==> config.mk <==
export PLATFORM = sky130hd
export DESIGN_NAME = sprite_compositor_flat
export DESIGN_NICKNAME = d
export VERILOG_FILES = /design/src/rtl/sprite_compositor_if.sv /design/src/rtl/sprite_compositor.sv /design/src/flat_wrapper.sv
export SDC_FILE = /design/constraint.sdc
export NUM_CORES = 1
export LEC_CHECK = 0
export ABC_CLOCK_PERIOD_IN_PS = 4650
export CELL_PAD_IN_SITES_DETAIL_PLACEMENT = 1
export CELL_PAD_IN_SITES_GLOBAL_PLACEMENT = 2
export CORE_ASPECT_RATIO = 0.5
export CORE_MARGIN = 8
export CORE_UTILIZATION = 26
export DETAILED_ROUTE_END_ITERATION = 8
export PLACE_DENSITY = 0.8
export SYNTH_ARGS = -nofsm -noshare
export SYNTH_HDL_FRONTEND = slang
export SYNTH_SLANG_ARGS = --single-unit
==> constraint.sdc <==
create_clock -name clk -period 4.65 [get_ports clk]
set_input_delay 0.93 -clock clk [delete_from_list [all_inputs] [get_ports clk]]
set_output_delay 0.93 -clock clk [all_outputs]
set_load 0.05 [all_outputs]
==> src/rtl/sprite_compositor_if.sv <==
// Pixel stream bus for sprite_compositor: raster position/background in,
// composited colour, winner index and collision flags out.
interface sprite_compositor_if #(
  parameter int NUM_SPRITES = 8,
  parameter int COLOR_W     = 4
);
  logic                     pix_valid;
  logic                     frame_start;
  logic [10:0]              draw_x;
  logic [9:0]               draw_y;
  logic [3*COLOR_W-1:0]     bg_rgb;
  logic [3*COLOR_W-1:0]     rgb_out;
  logic                     out_valid;
  logic [3:0]               hit_id;
  logic [NUM_SPRITES-1:0]   collision;

  modport master (
    output pix_valid, frame_start, draw_x, draw_y, bg_rgb,
    input  rgb_out, out_valid, hit_id, collision
  );

  modport slave (
    input  pix_valid, frame_start, draw_x, draw_y, bg_rgb,
    output rgb_out, out_valid, hit_id, collision
  );
endinterface

==> src/rtl/sprite_compositor.sv <==
// Two-stage sprite compositor: hit test + ROM row fetch, then priority mux.
// Optional sticky overlap flags are built only when SPRITE_COLLISION_EN is defined.
module sprite_compositor #(
  parameter int NUM_SPRITES = 8,
  parameter int SPRITE_W    = 16,
  parameter int SPRITE_H    = 16,
  parameter int COLOR_W     = 4,
  localparam int RW = $clog2(SPRITE_H),
  localparam int CW = $clog2(SPRITE_W),
  localparam int CL = 3 * COLOR_W
) (
  input  logic                            clk,
  input  logic                            rst_n,
  sprite_compositor_if.slave              pix_if,
  input  logic [NUM_SPRITES-1:0]          sprite_en,
  input  logic [NUM_SPRITES*11-1:0]       sprite_pos_x,
  input  logic [NUM_SPRITES*10-1:0]       sprite_pos_y,
  input  logic [NUM_SPRITES*CL-1:0]       sprite_color,
  output logic [NUM_SPRITES*RW-1:0]       sprite_row_addr,
  input  logic [NUM_SPRITES*SPRITE_W-1:0] sprite_row_data
);

  logic                            valid1_d, valid1_q;
  logic [NUM_SPRITES-1:0]          hit_d, hit_q;
  logic [NUM_SPRITES-1:0][CW-1:0]  col_d, col_q;
  logic [CL-1:0]                   bg1_d, bg1_q;
  logic [NUM_SPRITES*RW-1:0]       row_addr;

  logic [10:0] px;
  logic [9:0]  py;
  logic [11:0] x_end;
  logic [10:0] y_end;

  // End coordinates carry one extra bit so edge sprites never wrap to 0.
  always_comb begin
    valid1_d = pix_if.pix_valid;
    bg1_d    = pix_if.bg_rgb;
    hit_d    = '0;
    col_d    = '0;
    row_addr = '0;
    px       = '0;
    py       = '0;
    x_end    = '0;
    y_end    = '0;
    for (int unsigned i = 0; i < NUM_SPRITES; i++) begin
      px    = sprite_pos_x[i*11 +: 11];
      py    = sprite_pos_y[i*10 +: 10];
      x_end = {1'b0, px} + 12'(SPRITE_W);
      y_end = {1'b0, py} + 11'(SPRITE_H);
      if (pix_if.pix_valid && sprite_en[i] &&
          pix_if.draw_x >= px && {1'b0, pix_if.draw_x} < x_end &&
          pix_if.draw_y >= py && {1'b0, pix_if.draw_y} < y_end) begin
        hit_d[i]                = 1'b1;
        col_d[i]                = CW'(pix_if.draw_x - px);
        row_addr[i*RW +: RW]    = RW'(pix_if.draw_y - py);
      end
    end
  end

  // ROM address is combinational so the row returns alongside stage-1 state.
  assign sprite_row_addr = rst_n ? row_addr : '0;

  always_ff @(posedge clk or negedge rst_n) begin
    if (!rst_n) begin
      valid1_q <= 1'b0;
      hit_q    <= '0;
      col_q    <= '0;
      bg1_q    <= '0;
    end else begin
      valid1_q <= valid1_d;
      hit_q    <= hit_d;
      col_q    <= col_d;
      bg1_q    <= bg1_d;
    end
  end

  logic [NUM_SPRITES-1:0] opaque;
  logic [SPRITE_W-1:0]    row;
  logic                   out_valid_d, out_valid_q;
  logic [CL-1:0]          rgb_d, rgb_q;
  logic [3:0]             hit_id_d, hit_id_q;

  always_comb begin
    opaque      = '0;
    row         = '0;
    out_valid_d = valid1_q;
    rgb_d       = '0;
    hit_id_d    = 4'hF;
    for (int unsigned i = 0; i < NUM_SPRITES; i++) begin
      row       = sprite_row_data[i*SPRITE_W +: SPRITE_W];
      opaque[i] = hit_q[i] & row[col_q[i]];
    end
    if (valid1_q) begin
      rgb_d = bg1_q;
      // Descending scan so the lowest-index opaque sprite is written last.
      for (int unsigned i = NUM_SPRITES; i > 0; i--) begin
        if (opaque[i-1]) begin
          rgb_d    = sprite_color[(i-1)*CL +: CL];
          hit_id_d = 4'(i-1);
        end
      end
    end
  end

  always_ff @(posedge clk or negedge rst_n) begin
    if (!rst_n) begin
      out_valid_q <= 1'b0;
      rgb_q       <= '0;
      hit_id_q    <= 4'hF;
    end else begin
      out_valid_q <= out_valid_d;
      rgb_q       <= rgb_d;
      hit_id_q    <= hit_id_d;
    end
  end

  assign pix_if.out_valid = out_valid_q;
  assign pix_if.rgb_out   = rgb_q;
  assign pix_if.hit_id    = hit_id_q;

`ifdef SPRITE_COLLISION_EN
  logic                   fs1_d, fs1_q;
  logic [NUM_SPRITES-1:0] coll_d, coll_q;

  // frame_start travels with its pixel so it clears at the same stage the
  // collisions of that pixel are recorded.
  always_comb begin
    fs1_d  = pix_if.frame_start;
    coll_d = fs1_q ? '0 : coll_q;
    if ((opaque & (opaque - NUM_SPRITES'(1))) != '0) begin
      coll_d = coll_d | opaque;
    end
  end

  always_ff @(posedge clk or negedge rst_n) begin
    if (!rst_n) begin
      fs1_q  <= 1'b0;
      coll_q <= '0;
    end else begin
      fs1_q  <= fs1_d;
      coll_q <= coll_d;
    end
  end

  assign pix_if.collision = coll_q;
`else
  logic unused_frame_start;
  assign unused_frame_start = pix_if.frame_start;
  assign pix_if.collision   = '0;
`endif

endmodule
==> src/flat_wrapper.sv <==
// flat-port wrapper written by rule: the top's interface ports become plain ports
module sprite_compositor_flat 
#(
  parameter int NUM_SPRITES = 8,
  parameter int SPRITE_W    = 16,
  parameter int SPRITE_H    = 16,
  parameter int COLOR_W     = 4,
  localparam int RW = $clog2(SPRITE_H),
  localparam int CW = $clog2(SPRITE_W),
  localparam int CL = 3 * COLOR_W
)
  (clk, rst_n, sprite_en, sprite_pos_x, sprite_pos_y, sprite_color, sprite_row_addr, sprite_row_data, pix_if_pix_valid, pix_if_frame_start, pix_if_draw_x, pix_if_draw_y, pix_if_bg_rgb, pix_if_rgb_out, pix_if_out_valid, pix_if_hit_id, pix_if_collision);
  sprite_compositor_if #(.NUM_SPRITES(NUM_SPRITES), .COLOR_W(COLOR_W)) pix_if_i ();
  input  logic clk;
  input  logic rst_n;
  input  logic [NUM_SPRITES-1:0] sprite_en;
  input  logic [NUM_SPRITES*11-1:0] sprite_pos_x;
  input  logic [NUM_SPRITES*10-1:0] sprite_pos_y;
  input  logic [NUM_SPRITES*CL-1:0] sprite_color;
  output logic [NUM_SPRITES*RW-1:0] sprite_row_addr;
  input  logic [NUM_SPRITES*SPRITE_W-1:0] sprite_row_data;
  input wire logic [$bits(pix_if_i.pix_valid)-1:0] pix_if_pix_valid;
  input wire logic [$bits(pix_if_i.frame_start)-1:0] pix_if_frame_start;
  input wire logic [$bits(pix_if_i.draw_x)-1:0] pix_if_draw_x;
  input wire logic [$bits(pix_if_i.draw_y)-1:0] pix_if_draw_y;
  input wire logic [$bits(pix_if_i.bg_rgb)-1:0] pix_if_bg_rgb;
  output wire logic [$bits(pix_if_i.rgb_out)-1:0] pix_if_rgb_out;
  output wire logic [$bits(pix_if_i.out_valid)-1:0] pix_if_out_valid;
  output wire logic [$bits(pix_if_i.hit_id)-1:0] pix_if_hit_id;
  output wire logic [$bits(pix_if_i.collision)-1:0] pix_if_collision;
  assign pix_if_i.pix_valid = pix_if_pix_valid;
  assign pix_if_i.frame_start = pix_if_frame_start;
  assign pix_if_i.draw_x = pix_if_draw_x;
  assign pix_if_i.draw_y = pix_if_draw_y;
  assign pix_if_i.bg_rgb = pix_if_bg_rgb;
  assign pix_if_rgb_out = pix_if_i.rgb_out;
  assign pix_if_out_valid = pix_if_i.out_valid;
  assign pix_if_hit_id = pix_if_i.hit_id;
  assign pix_if_collision = pix_if_i.collision;
  sprite_compositor #(.NUM_SPRITES(NUM_SPRITES), .SPRITE_W(SPRITE_W), .SPRITE_H(SPRITE_H), .COLOR_W(COLOR_W)) u_core (.clk(clk), .rst_n(rst_n), .pix_if(pix_if_i), .sprite_en(sprite_en), .sprite_pos_x(sprite_pos_x), .sprite_pos_y(sprite_pos_y), .sprite_color(sprite_color), .sprite_row_addr(sprite_row_addr), .sprite_row_data(sprite_row_data));
endmodule
==> run summary, run 1 <==
The post-route setup TNS is -0.01518 ns. The run finished, with violations left. The most used flip-flop cell after synthesis is sky130_fd_sc_hd__dfrtp_1. The synthesized-area fraction occupied by ao, oa, aoi and oai cells is 0.2095. Yosys mapped a number of flops with a built-in enable equal to 0.

The utilization after layout came out at 0.4596. The quantity of I/O buffers inserted on ports is 484. Setup repair after global routing could not meet its margin everywhere.

The final worst clock skew is 0.009338 ns. The setup slack of the most critical reg-to-reg path is 1.43 ns. The number of DRC markers in iteration 0 is 473.

The congestion estimate from routability-driven global placement came to 0.8910. The worst-case vdd ir drop is 145.4 µV. The detailed-route wire length per cell is 22.46 µm. The number of failing hold endpoints at the final stage is 0. The final net count came out at 2975. The count of max-cap constraint violations came out at 0. The count of state elements after synthesis is 70. The delay of the slowest cell on the worst path came out at 0.62 ns. The number of placed I/O pins is 494. The cell repeated most along the worst path is sky130_fd_sc_hd__a21o_1. The top cell type's share of synthesized area is 0.2810. The cell type with the highest aggregate area in the netlist is sky130_fd_sc_hd__ha_1. Power spread over the standard cell area amounts to 144.1 nW/µm².

In this run the vertical extent of the chip is 173.0 µm. The maximum fanout count along the critical path came out at 5. In this run the critical register-to-register path is launched from u_core.col_q[17]. The wire length of the first global-routing pass came out at 96.33 mm.

In this run the core area contains 57 standard-cell rows. The clock tree buffer depth is 2. The initial utilization of the core area, before any placement, comes to 0.2636. By area the synthesized netlist is led by sky130_fd_sc_hd__ha_1 28%, sky130_fd_sc_hd__dfrtp_1 13%, sky130_fd_sc_hd__inv_1 6.7%. A synthesized cell averages 8.800 µm². Entering global routing, the biggest net connects 69 pins. Of the total synthesized cell area, the portion taken by XOR and XNOR cells is 0.06626. The count of distinct cell types in the synthesized netlist is 85.

The worst pin sits at a relative slew slack of 0.1390. The first-pass iteration count of the detailed router came out at 7. The all-layer global routing usage is 0.2171.

The clock sink total is 70. The root buffer cell chosen for the clock tree is sky130_fd_sc_hd__clkbuf_16. The actual slew at the worst max-slew pin came out at 1.290 ns.

The area enclosed by the die boundary is 57110 µm². The minimum clock period came out at 4.665 ns. The chip width came out at 330.1 µm. After filler insertion, the fill cell instance count of the layout stands at 5570. The share of the cycle needed by the critical path after routing came out at 1.003.

The fraction of the mapped netlist area in simple logic gates came out at 0.1257. The final reports fail on setup timing. The via count of the first global-routing pass is 15687. In this run the critical register-to-register path is captured at u_core.pix_if.rgb_out[0].

The fraction of final layout cells with drive strength greater than 1 came out at 0.2644. By area, the combinational part of the netlist is dominated by adder cells. Static timing analysis puts the maximum clock frequency at 214.4 MHz.

The last element of the critical path is sprite_row_addr[27]. The core region is 48640 µm². The arrival time of data at the critical path endpoint came out at 3.74 ns. The DRC violations left is 0. The number of antenna violations at the first check in global routing is 13.

The synthesized instance count is 1457. For this run the aggregate overflow at the end of global routing stands at 0. The logic depth of the worst register-to-register path is 8. The count of H-tree levels built during CTS came out at 3.

Data on the critical path is required at its endpoint by 3.72 ns. After clock tree synthesis, the clock-pin slew on the worst setup and hold paths is 0.06 ns. The slowest library cell on the worst path is sky130_fd_sc_hd__or4_4. The sequential-to-total area share from yosys stat came out at 0.1370.

The total detailed-routing wirelength is 65.13 mm. STA classifies the critical path startpoint as an input pin. The share of flip-flops with an asynchronous set or reset after synthesis is 1.000. The source-to-sink clock delay at the later pin of the worst-skew pair came out at 0.33 ns.

The post-DP HPWL is 55.79 mm. The clock tree from TritonCTS is yes. The cell area after synthesis is 12820 µm². The post-route antenna net violation count is 0. The final count of negative-setup-slack endpoints came out at 1. The final critical-path setup slack came out at -0.01518 ns. TritonCTS created 9 clock buffers. The post-layout instance count excluding filler cells came out at 2900. Walking the worst path, the cells encountered are buf_6, clkinvlp_4, ha_4, inv_2, fa_2, a21o_1, a21oi_2, buf_4, o21bai_1, a21o_1, a21oi_4, o31ai_4, or4_4, nor4b_4, buf_12.

The area share of fa/ha/maj cells after synthesis is 0.3060. The growth of design area from synthesis to finish came out at 74.35%. The post-detailed-route via-to-cell ratio is 4.911. The reported leakage power came out at 0.01063 µW. The worst hold path belongs to the class input pin to async pin.

By startpoint and endpoint, the worst setup path is classified as input pin to output pin. The number of synthesis warnings came out at 0. The launch point of the critical path is pix_if_draw_x[0]. The number of hold buffers added after CTS was 0.

The worst setup path is captured at an output pin. The max-slew violation count is 0. The multiplexer area fraction after synthesis came out at 0.07406. The number of placed cells counting well taps is 2834. The routed layout has 14243 vias.
worst max-delay path: cells and delay by family:
| kind | cells | cell delay (ns) |
|---|---|---|
| simple gates | 2 | 0.91 |
| buf+inv | 5 | 0.55 |
| fa+ha+maj | 2 | 0.48 |
| compound gates | 6 | 0.84 |
layout by cell type, fill, tap and decap left out, types with 22 or more instances in the layout:
cell type	n
sky130_fd_sc_hd__clkdlybuf4s50_1	392
sky130_fd_sc_hd__buf_4	286
sky130_fd_sc_hd__ha_1	263
sky130_fd_sc_hd__inv_1	213
sky130_fd_sc_hd__xnor2_1	81
sky130_fd_sc_hd__a21o_1	76
sky130_fd_sc_hd__dfrtp_1	66
sky130_fd_sc_hd__nand3_1	62
sky130_fd_sc_hd__a21oi_1	50
sky130_fd_sc_hd__nor2_1	45
sky130_fd_sc_hd__buf_12	37
sky130_fd_sc_hd__o21ai_0	32
sky130_fd_sc_hd__mux4_2	28
sky130_fd_sc_hd__dlymetal6s2s_1	22
power breakdown:
group          internal, µW  switching, µW  total, µW
registers               629           10.3        640
clock network           431            262        692
logic                  1010            875       1890
total                  2070           1150       3220
cells by family after synthesis:
group / after synthesis
AO/OA/AOI/OAI: 379
adder cells (fa/ha/maj): 304
AND/OR/NAND/NOR: 292
buffers and inverters: 258
XOR/XNOR: 97
flip-flops: 70
multiplexers: 56
other: 1
worst min-delay path by stage:
stage	from	depth (start not counted)	endpoint	slack (ns)
after floorplan	u_core.out_valid_d	0	u_core.pix_if.out_valid	0.35
after global placement	u_core.out_valid_d	0	u_core.pix_if.out_valid	0.62
after detailed placement	u_core.out_valid_d	0	u_core.pix_if.out_valid	0.61
after CTS	rst_n	1	u_core.col_q[8]	0.49
after global routing	rst_n	1	u_core.col_q[8]	0.49
final	rst_n	1	u_core.col_q[8]	0.49
registers in the layout, summed over array words and instances (netlist names):
signal,flops
u_core.out_valid_d,1
u_core.bg1_q,12
u_core.pix_if.hit_id,4
u_core.hit_q,8
u_core.col_q,32
u_core.pix_if.out_valid,1
u_core.pix_if.rgb_out,12
routing by layer:
layer / share of wire / vias up / wire [µm] / global-route usage
met5: 0 / - / 0 / 0
met2: 0.55 / 197 / 35990 / 0.4310
met1: 0.41 / 7101 / 26490 / 0.2497
li1: - / 6878 / - / -
met4: 0.022 / 0 / 1421 / 0.04956
met3: 0.019 / 67 / 1232 / 0.01469
layout make-up:
| cell class | count | area [µm²] | area share |
|---|---|---|---|
| Multi-Input combinational cell | 1136 | 11070 | 0.4950 |
| Timing Repair Buffer | 785 | 7517 | 0.3363 |
| Sequential cell | 70 | 1757 | 0.07858 |
| Inverter | 232 | 879.6 | 0.03935 |
| Tap cell | 649 | 812.0 | 0.03632 |
| Clock buffer | 13 | 250.2 | 0.01119 |
| Clock inverter | 3 | 43.79 | 0.001959 |
| Antenna cell | 12 | 30.03 | 0.001343 |
synth_stat cells (5+ instances only):
library cell	number
sky130_fd_sc_hd__ha_1	288
sky130_fd_sc_hd__inv_1	230
sky130_fd_sc_hd__xnor2_1	88
sky130_fd_sc_hd__a21o_1	76
sky130_fd_sc_hd__a21oi_1	71
sky130_fd_sc_hd__nand3_1	68
sky130_fd_sc_hd__dfrtp_1	66
sky130_fd_sc_hd__o21ai_0	52
sky130_fd_sc_hd__nor2_1	47
sky130_fd_sc_hd__nor3_1	40
sky130_fd_sc_hd__mux4_2	28
sky130_fd_sc_hd__and3_1	22
sky130_fd_sc_hd__nand2_1	22
sky130_fd_sc_hd__mux2i_1	21
sky130_fd_sc_hd__o21a_1	18
sky130_fd_sc_hd__fa_1	16
sky130_fd_sc_hd__nand2b_1	16
sky130_fd_sc_hd__nor2b_1	16
sky130_fd_sc_hd__a31oi_1	15
sky130_fd_sc_hd__o22ai_1	15
sky130_fd_sc_hd__a222oi_1	12
sky130_fd_sc_hd__a22oi_1	12
sky130_fd_sc_hd__and2_1	12
sky130_fd_sc_hd__o21bai_1	12
sky130_fd_sc_hd__buf_4	10
sky130_fd_sc_hd__o211a_1	10
sky130_fd_sc_hd__o211ai_1	10
sky130_fd_sc_hd__a211o_1	9
sky130_fd_sc_hd__xor2_1	9
sky130_fd_sc_hd__a2111oi_0	8
sky130_fd_sc_hd__a211oi_1	8
sky130_fd_sc_hd__clkbuf_1	8
sky130_fd_sc_hd__o31ai_2	8
sky130_fd_sc_hd__nand4_1	7
sky130_fd_sc_hd__nor3b_1	6
sky130_fd_sc_hd__o2111ai_1	6
sky130_fd_sc_hd__and4_1	5
sky130_fd_sc_hd__mux2_2	5
sky130_fd_sc_hd__o31ai_1	5
timing repair:
| action | in CTS | in global routing |
|---|---|---|
| cloned | 1 | 0 |
| pin swaps | 72 | 89 |
| setup buffers | 24 | 15 |
| resized for setup | 207 | 129 |
| setup endpoints to repair | 32 | 32 |
per-stage QoR:
stage	power [µW]	instance area (µm²)	setup WS [ns]	hold WS, ns
final	3221	22360	-0.01518	0.4922
after global routing	3439	22360	-0.1072	0.4874
after CTS	3176	21810	-0.07452	0.4851
after detailed placement	2385	20790	-0.6562	0.6118
after global placement	2335	20790	-0.5999	0.6151
after floorplan	1426	12940	-0.2104	0.3519
No activity file was read; power rests on OpenSTA's default activity.
==> run 2: changes to the inputs <==
==> constraint.sdc (replaced) <==
create_clock -name clk -period 4.65 [get_ports clk]
set_input_delay 0.93 -clock clk [delete_from_list [all_inputs] [get_ports clk]]
set_output_delay 0.93 -clock clk [all_outputs]
set_load 0.01 [all_outputs]
==> run 2 against run 1 <==
Net effect:
- the flow now finishes without violations
- clock skew is 0.0019 ns higher
- power is 0.22% lower
- sequential power hardly changed
- final cell count is 4.1% higher
- wire length is 0.19% lower
- clock power is 6.8% lower
- register-to-register slack better by 0.12 ns
- setup slack better by 0.080 ns
- largest cell class unchanged
==> run summary, run 2 (same netlist as run 1, synthesis figures left out) <==
The total vias in the final route was 14738 (+3.5%). The combinational share of power is 0.600 (+0.014). The clock share of power came to 0.201 (-0.014). The count of H-tree levels built during CTS is 3 (unchanged). The detailed-route wire length per cell is 21.53 µm (-4.1%). The number of buffers created by CTS came out at 9 (unchanged). The all-layer global routing usage came out at 0.2156 (-0.001419). The final count of negative-setup-slack endpoints came out at 0 (-1). The minimum clock period came to 4.585 ns (-0.07969 ns). The actual slew at the worst max-slew pin was 1.088 ns (-0.2025 ns).

TritonCTS built the clock tree. The area occupied by registers is 1757 µm² (unchanged). The number of failing hold endpoints at the final stage came out at 0 (unchanged). The remaining global-route overflow is 0 (unchanged).

The critical path required time is 3.72 ns (about the same). The first-pass iteration count of the detailed router is 5 (-2). The flip-flop count of the largest register, all copies and words added came to 32 (unchanged). The number of placed cells counting well taps was 2955 (+4.3%). The final worst clock skew is 0.01126 ns (+0.001926 ns).

The initial core utilization is 0.2636 (unchanged). The final hold slack came to 0.6138 ns (+0.1216 ns). The global placement routability congestion came out at 0.8846 (-0.72%).

The total detailed-routing wirelength came out at 65.01 mm (-0.19%). The count of max-cap constraint violations came out at 0 (unchanged). Clock tree synthesis selected as its root buffer the cell sky130_fd_sc_hd__clkbuf_16. The achievable clock frequency was 218.1 MHz (+1.7%). The final net count is 3091 (+3.9%). The wire length of the first global-routing pass is 95.67 mm (-0.69%). The DRC violations left is 0 (unchanged). The number of standard-cell rows in the floorplan came out at 57 (unchanged).

The number of DRC markers in iteration 0 came out at 549 (+16%). The worst-case vdd ir drop is 151.9 µV (+4.5%). The height of the die is 173.0 µm (unchanged). The critical path is of the input pin to output pin type. The share of the cycle needed by the critical path after routing came out at 0.9861 (-0.01714). The area enclosed by the die boundary is 57110 µm² (unchanged). The post-layout instance count excluding filler cells is 3019 (+4.1%).

The reported leakage power came out at 0.01101 µW (+3.6%). The number of placed I/O pins came out at 494 (unchanged). The fraction of final layout cells with drive strength greater than 1 is 0.2938 (+0.02944). The largest net degree at the start of global routing came out at 53 (-23%). Counting flops per register, the top entry is u_core.col_q. The worst setup path is launched from an input pin. The post-route setup TNS came out at 0 ns (+0.01518 ns). The number of buffers added to fix hold violations after cts is 0 (unchanged). The clock tree buffer depth came to 2 (unchanged).

Compared with the post-synthesis result, the final layout area differs by 76.49%. The number of inserted filler cells in the final layout is 5687 (+2.1%). The power density normalized to cell area is 142.0 nW/µm² (-1.4%). The run finished with clean final reports. The post-DP HPWL is 56.08 mm (+0.52%). The core box area is 48640 µm² (unchanged). The sequential share of power came out at 0.199 (about the same). The category of the worst setup path capture point is an output pin. The class of the most critical hold timing path is flop to flop. The via count of the first global-routing pass is 16353 (+4.2%). The top cell types in the final layout, fill and taps aside, are 397 x sky130_fd_sc_hd__clkdlybuf4s50_1, 395 x sky130_fd_sc_hd__buf_4, 265 x sky130_fd_sc_hd__ha_1. The library cell used most frequently in the layout, excluding fill and tap cells, is sky130_fd_sc_hd__clkdlybuf4s50_1. The source-to-sink clock delay at the later pin of the worst-skew pair came out at 0.34 ns (about the same). The quantity of I/O buffers inserted on ports came out at 484 (unchanged). The multi-input gate area in the final layout is 10870 µm² (-1.8%). The switching power is 1123 µW (-2.1%). The clock sink total was 70 (unchanged). The max-slew violation count came out at 0 (unchanged). The share of total power consumed by net switching came out at 0.3493 (-0.006831). The utilization after layout was 0.4653 (+0.005659).

The post-detailed-route via-to-cell ratio was 4.882 (-0.60%). The number of antenna violations at the first check in global routing is 14 (+1). The clock-pin slew on the worst setup and hold paths came to 0.06 ns (about the same). The arrival time of data at the critical path endpoint came out at 3.66 ns (-0.08 ns).

The post-route antenna net violation count came out at 0 (unchanged). The total internal power came to 2091 µW (+0.84%). The worst max-slew margin expressed relative to the limit came out at 0.2742 (+0.1351). The chip width came out at 330.1 µm (unchanged). The maximum fanout count along the critical path came out at 7 (+2).
## run 2: final cells by class
class,count,area share
multi-input combinational,1136,0.4802
timing repair buffer,901,0.3534
tap,649,0.03588
clock buffer,11,0.01073
antenna,15,0.001659
sequential,70,0.07762
inverter,232,0.03903
clock inverter,5,0.001493
## run 2: critical path: stages
cell	delay [ns]
sky130_fd_sc_hd__clkdlybuf4s50_1	0.40
sky130_fd_sc_hd__buf_4	0.17
sky130_fd_sc_hd__buf_4	0.19
sky130_fd_sc_hd__ha_1	0.20
sky130_fd_sc_hd__a21o_1	0.18
sky130_fd_sc_hd__a211o_1	0.32
sky130_fd_sc_hd__a31oi_1	0.36
sky130_fd_sc_hd__nor4_1	0.12
sky130_fd_sc_hd__and4b_2	0.31
sky130_fd_sc_hd__buf_6	0.14
sky130_fd_sc_hd__nor3b_2	0.14
sky130_fd_sc_hd__buf_2	0.18
## run 2: metrics by stage
stage	cell area (µm²)	total power, µW	setup slack, ns
finish	22630	3214	0.06451
CTS	22130	3178	0.001794
global placement	21300	2391	-1.151
detailed placement	21300	2438	-1.162
floorplan	12850	1372	0.2431
global route	22630	3440	-0.05483
## run 2: metal layers
layer	track usage	up-vias	wire length, µm
met2	0.4251	286	35500
met1	0.2286	7215	24590
met5	0	-	0
met3	0.02938	110	2497
li1	-	7127	-
met4	0.08351	0	2421
## run 2: timing repair
item	4_1_cts	5_1_grt
gates cloned	0	0
setup buffers	23	11
resized for setup	317	120
setup endpoints to repair	32	32
pin swaps	72	74
endpoints found under the hold margin	0	0
## run 2: power by group through the flow
stage / combinational (µW) / clock [µW] / sequential (µW)
global placement: 1740 / 0 / 651
global route: 2110 / 687 / 643
CTS: 1870 / 668 / 641
detailed placement: 1790 / 0 / 652
finish: 1930 / 645 / 641
floorplan: 719 / 0 / 653
## run 2: worst paths after layout
| path | start | endpoint | slack [ns] | depth (start not counted) |
|---|---|---|---|---|
| worst max-delay path | pix_if_draw_x[7] | sprite_row_addr[16] | 0.06 | 12 |
| worst min-delay path | u_core.out_valid_d | u_core.pix_if.out_valid | 0.61 | 0 |
| worst max register to register | u_core.col_q[17] | u_core.pix_if.rgb_out[0] | 1.55 | 8 |
| worst min register to register | u_core.out_valid_d | u_core.pix_if.out_valid | 0.61 | 0 |
| max in group asynchronous | rst_n | u_core.bg1_q[8] | 2.95 | 3 |
| min in group asynchronous | rst_n | u_core.bg1_q[0] | 0.64 | 2 |
==> run 3: changes to the inputs <==
--- a/config.mk
+++ b/config.mk
@@ -13,6 +13,7 @@
 export CORE_UTILIZATION = 26
 export DETAILED_ROUTE_END_ITERATION = 8
 export PLACE_DENSITY = 0.8
+export SLEW_MARGIN = 0
 export SYNTH_ARGS = -nofsm -noshare
 export SYNTH_HDL_FRONTEND = slang
 export SYNTH_SLANG_ARGS = --single-unit
==> results of run 3 <==
Same layout as run 2: the final DEF is identical, and so are final timing and power.
